[config.mk]
export PLATFORM = sky130hd
export DESIGN_NAME = fifo_uart_tx
export DESIGN_NICKNAME = d
export VERILOG_FILES = /design/src/rtl/fifo_uart_tx.sv
export SDC_FILE = /design/constraint.sdc
export NUM_CORES = 1
export LEC_CHECK = 0
export BUFFER_PORTS_ARGS = -buffer_cell sky130_fd_sc_hd__buf_2
export CORE_UTILIZATION = 40
export DETAILED_ROUTE_END_ITERATION = 10
export PLACE_DENSITY_LB_ADDON = 0.25
export SLEW_MARGIN = 25
export SYNTH_ARGS = -nofsm -noshare
export SYNTH_HDL_FRONTEND = slang
export SYNTH_SLANG_ARGS = --single-unit
[constraint.sdc]
create_clock -name clk -period 3.05 [get_ports clk]
set_input_delay 0.915 -clock clk [delete_from_list [all_inputs] [get_ports clk]]
set_output_delay 0.915 -clock clk [all_outputs]
set_load 0.05 [all_outputs]
[src/rtl/fifo_uart_tx.sv]
// fifo_uart_tx: drain stage for the synchronous FIFO. Pops one word whenever
// the FIFO is non-empty and enable is high (only while idle), then serialises
// it as one start bit (0), DATA_W data bits LSB first, and one stop bit (1),
// each lasting CLKS_PER_BIT clocks.
//
// Ports:
//   clk         system clock, rising edge
//   rst         synchronous active-low reset
//   enable      permits starting a new frame (only looked at in IDLE)
//   fifo_empty  FIFO empty flag
//   fifo_data   FIFO data_out, valid the cycle after fifo_r_en
//   fifo_r_en   FIFO read strobe (combinational, one cycle per frame)
//   tx          serial line, registered, idles high
//   busy        registered, high whenever the FSM is not IDLE
//   frame_done  registered one-cycle pulse in the last stop-bit cycle
module fifo_uart_tx #(
  parameter int DATA_W       = 16,
  parameter int CLKS_PER_BIT = 4
) (
  input  logic              clk,
  input  logic              rst,
  input  logic              enable,
  input  logic              fifo_empty,
  input  logic [DATA_W-1:0] fifo_data,
  output logic              fifo_r_en,
  output logic              tx,
  output logic              busy,
  output logic              frame_done
);

  localparam int CW = (CLKS_PER_BIT > 1) ? $clog2(CLKS_PER_BIT) : 1;
  localparam int BW = (DATA_W > 1) ? $clog2(DATA_W) : 1;
  localparam logic [CW-1:0] CYC_LAST = CW'(CLKS_PER_BIT - 1);
  localparam logic [BW-1:0] BIT_LAST = BW'(DATA_W - 1);

  typedef enum logic [2:0] {IDLE, LOAD, START, DATA, STOP} state_t;

  state_t            state_q, state_d;
  logic [CW-1:0]     cyc_q, cyc_d;
  logic [BW-1:0]     bit_q, bit_d;
  logic [DATA_W-1:0] shift_q, shift_d;
  logic              tx_d, busy_d, done_d;
  logic              bit_end;

  assign bit_end = (cyc_q == CYC_LAST);

  // State register plus the datapath registers that travel with it.
  always_ff @(posedge clk) begin
    if (!rst) begin
      state_q    <= IDLE;
      cyc_q      <= '0;
      bit_q      <= '0;
      shift_q    <= '0;
      tx         <= 1'b1;
      busy       <= 1'b0;
      frame_done <= 1'b0;
    end else begin
      state_q    <= state_d;
      cyc_q      <= cyc_d;
      bit_q      <= bit_d;
      shift_q    <= shift_d;
      tx         <= tx_d;
      busy       <= busy_d;
      frame_done <= done_d;
    end
  end

  // Next-state and datapath. tx_d is the line level for the next cycle, so
  // each bit boundary loads the value of the bit that starts there.
  always_comb begin
    state_d = state_q;
    cyc_d   = cyc_q;
    bit_d   = bit_q;
    shift_d = shift_q;
    tx_d    = tx;
    case (state_q)
      IDLE: begin
        tx_d = 1'b1;
        if (fifo_r_en) state_d = LOAD;
      end
      LOAD: begin
        shift_d = fifo_data;
        tx_d    = 1'b0;
        cyc_d   = '0;
        state_d = START;
      end
      START: begin
        if (bit_end) begin
          cyc_d   = '0;
          bit_d   = '0;
          tx_d    = shift_q[0];
          state_d = DATA;
        end else begin
          cyc_d = cyc_q + CW'(1);
        end
      end
      DATA: begin
        if (bit_end) begin
          cyc_d   = '0;
          shift_d = shift_q >> 1;
          bit_d   = bit_q + BW'(1);
          if (bit_q == BIT_LAST) begin
            tx_d    = 1'b1;
            state_d = STOP;
          end else begin
            // shift_q[1] becomes shift_d[0], the next data bit.
            tx_d = shift_q[1];
          end
        end else begin
          cyc_d = cyc_q + CW'(1);
        end
      end
      STOP: begin
        tx_d = 1'b1;
        if (bit_end) begin
          cyc_d   = '0;
          state_d = IDLE;
        end else begin
          cyc_d = cyc_q + CW'(1);
        end
      end
      default: state_d = IDLE;
    endcase
  end

  // Outputs. busy/frame_done are registered, so they are computed from the
  // next state; frame_done flags the cycle in which STOP sits on its last count.
  always_comb begin
    fifo_r_en = rst && (state_q == IDLE) && enable && !fifo_empty;
    busy_d    = (state_d != IDLE);
    done_d    = (state_d == STOP) && (cyc_d == CYC_LAST);
  end

endmodule

==> results.ini <==
[global_route]
antenna_found_initial=0
grt_pass1_wl_um=4570
grt_pass1_vias=1053
grt_overflow=0
track_usage=0.143
grt_max_degree=25

[timing]
fin_ws_ns=0.341
rsz0062_at_grt=false
slew_violations=0
slew_headroom=0.585
fin_hold_ws_ns=0.493
hold_viol_final=0
timing.final.crit_share=0.888
final-setup-viol-count=0
max_freq_mhz=369
worstMarginPinSlew_ns=0.621
finalCriticalPeriod_ns=2.71
skew_ns=0.00931
fin_tns_setup_ns=0

[drt]
postRouteAntennaNets=0
first_pass_iters=4
drcViolationCount=0
vias_per_cell=5.29
via_count=1121
wl_um=2670
drtIter0Drc=32
wire_per_inst_um=12.6

[clock_tree]
cts.path.max_buffers=2
clockRootBuffer=clkbuf_4
clock_latency_ns=0.33
cts_hold_buf=0
cts_tree=built
htreeDepth=1
cts_resized=0
clk_pin_slew_ns=0.14
cts_buffers=3
cts_sinks=28
post_cts_buffers=0

[pwr]
clockPowerShare=0.277
p_sw_frac=0.251
power.density_nw_per_um2=400
seqPwrFrac=0.589
peakVddDrop_uv=152
power_uw=651
switchingPower_uw=163
internal_power_uw=487
combinationalPowerShare=0.133
p_leak_nw=0.575

[setup_path]
critical_path_buf_inv_count=2
start_kind=primary input
cpPeakStageDelay_ns=0.31
worstPathMaxFanout=7
cp.required_ns=2.13
cp_slowest_cell=buf_2
crit_path_end_kind=output pin
path_class=primary input to output pin
crit_family=buffers and inverters
path_cells=buf_2, nand2b_1, nor4b_4, buf_2
cpMostUsedCell=buf_2
worstPathArrival_ns=1.79

[place]
dpl.hpwl_um=1920
gp_congestion=0.890
pre_cts_slack_ns=0.339
placed_area_um2=1590
port_buffers=23
placed_cells=208

[yosys]
ys_seq_elements=28
synth_compound_area_frac=0.208
syn_nets=167
avgSynthCellArea_um2=10.1
ys_seq_area_frac=0.382
syn_inst=145
synth.distinct_cells=37
synth-simple-area-share=0.210
synth.mux.area_fraction=0.119
synth_flop_cell=dfxtp_1
synth_area_um2=1470
synth-async-reset-ratio=0
synth-adder-area-share=0.0170
synth_top_family_by_area=simple AND/OR/NAND/NOR gates
synthXorXnorAreaFrac=0
synth_warnings=0
synth_edf_count=0

[die]
core_um2=3420
top_level_ports=24
die_w_um=62.6
die_y_um=62.6
start_util=0.430
die_area_um2=3920
rows=21

[layout]
layout_commonest_cell=dfxtp_1
final_cells=212
nFillCells=348
nets=189
diodes=0
area_delta_synth_final_pct=10.8
layout_common_cells=28 x dfxtp_1, 23 x nor2_1, 23 x buf_2, 16 x mux2i_1, 14 x a211oi_2
finish.utilization=0.477
final_area_um2=1630
drive_above_1_share=0.325

[run]
max-cap-violations=0

[run_status]
status=finished, final reports clean

[worst_hold_path]
hp-class=flop to flop

final timing paths:
check / from / endpoint / slack (ns) / cells after the start
max reg2reg: cyc_q[0] / shift_q[3] / 0.98 / 6
min reg2reg: bit_q[1] / bit_q[1] / 0.49 / 2
max: rst / fifo_r_en / 0.34 / 4
min: bit_q[1] / bit_q[1] / 0.49 / 2
cell families after synthesis:
group           count (synthesis)
simple gates                   51
compound gates                 33
flops                          28
mux                            17
buf+inv                        14
fa+ha+maj                       2
final cells by class:
cell class / count / area (um^2) / area share
Sequential cell: 28 / 561 / 0.344
Multi-Input combinational cell: 103 / 813 / 0.500
Tap cell: 46 / 57.6 / 0.0354
Timing Repair Buffer: 27 / 145 / 0.0892
Clock buffer: 4 / 36.3 / 0.0223
Inverter: 4 / 15.0 / 0.00922
Yosys cell counts, drive strengths merged (2+ instances only):
master | instances | share of area
inv | 4 | 0.010
o21a | 2 | 0.010
a311oi | 2 | 0.012
a21oi | 5 | 0.017
ha | 2 | 0.017
nand3b | 3 | 0.015
nor4 | 2 | 0.0085
clkbuf | 2 | 0.0051
mux2i | 16 | 0.11
nand2 | 5 | 0.013
a211oi | 17 | 0.13
nor3 | 3 | 0.029
nand3 | 2 | 0.0068
nor2 | 24 | 0.063
buf | 8 | 0.049
dfxtp | 28 | 0.38
o21ai | 3 | 0.010
nand4b | 2 | 0.012
nor2b | 4 | 0.022
routing by layer:
metal,GRT usage,share of wire,wire [um]
met5,0,0,0
met4,0.0698,0.013,34
met3,0.0201,0.042,113
met2,0.234,0.49,1300
met1,0.184,0.46,1220
flip-flops by register name, summed over array words and instances (netlist names):
| register | flops |
|---|---|
| cyc_q | 2 |
| shift_q | 16 |
| bit_q | 4 |
| busy | 1 |
| state_q | 3 |
| tx | 1 |
| frame_done | 1 |
power by group through the flow:
| stage | combinational (mW) | sequential [mW] | clock (mW) |
|---|---|---|---|
| floorplan | 0.0635 | 0.394 | 0 |
| global placement | 0.0854 | 0.391 | 0 |
| detailed placement | 0.0876 | 0.391 | 0 |
| CTS | 0.0880 | 0.383 | 0.190 |
| global route | 0.0956 | 0.385 | 0.209 |
| finish | 0.0868 | 0.383 | 0.180 |
worst reg2reg max path, stage by stage (launching register included):
cell and delay, ns:
dfxtp_1 0.42, ha_1 0.37, nor2b_4 0.09, nor3_4 0.49, buf_4 0.36, nor2_1 0.08
a211oi_2 0.18
Note: power is estimated with default switching activity, not from simulation.
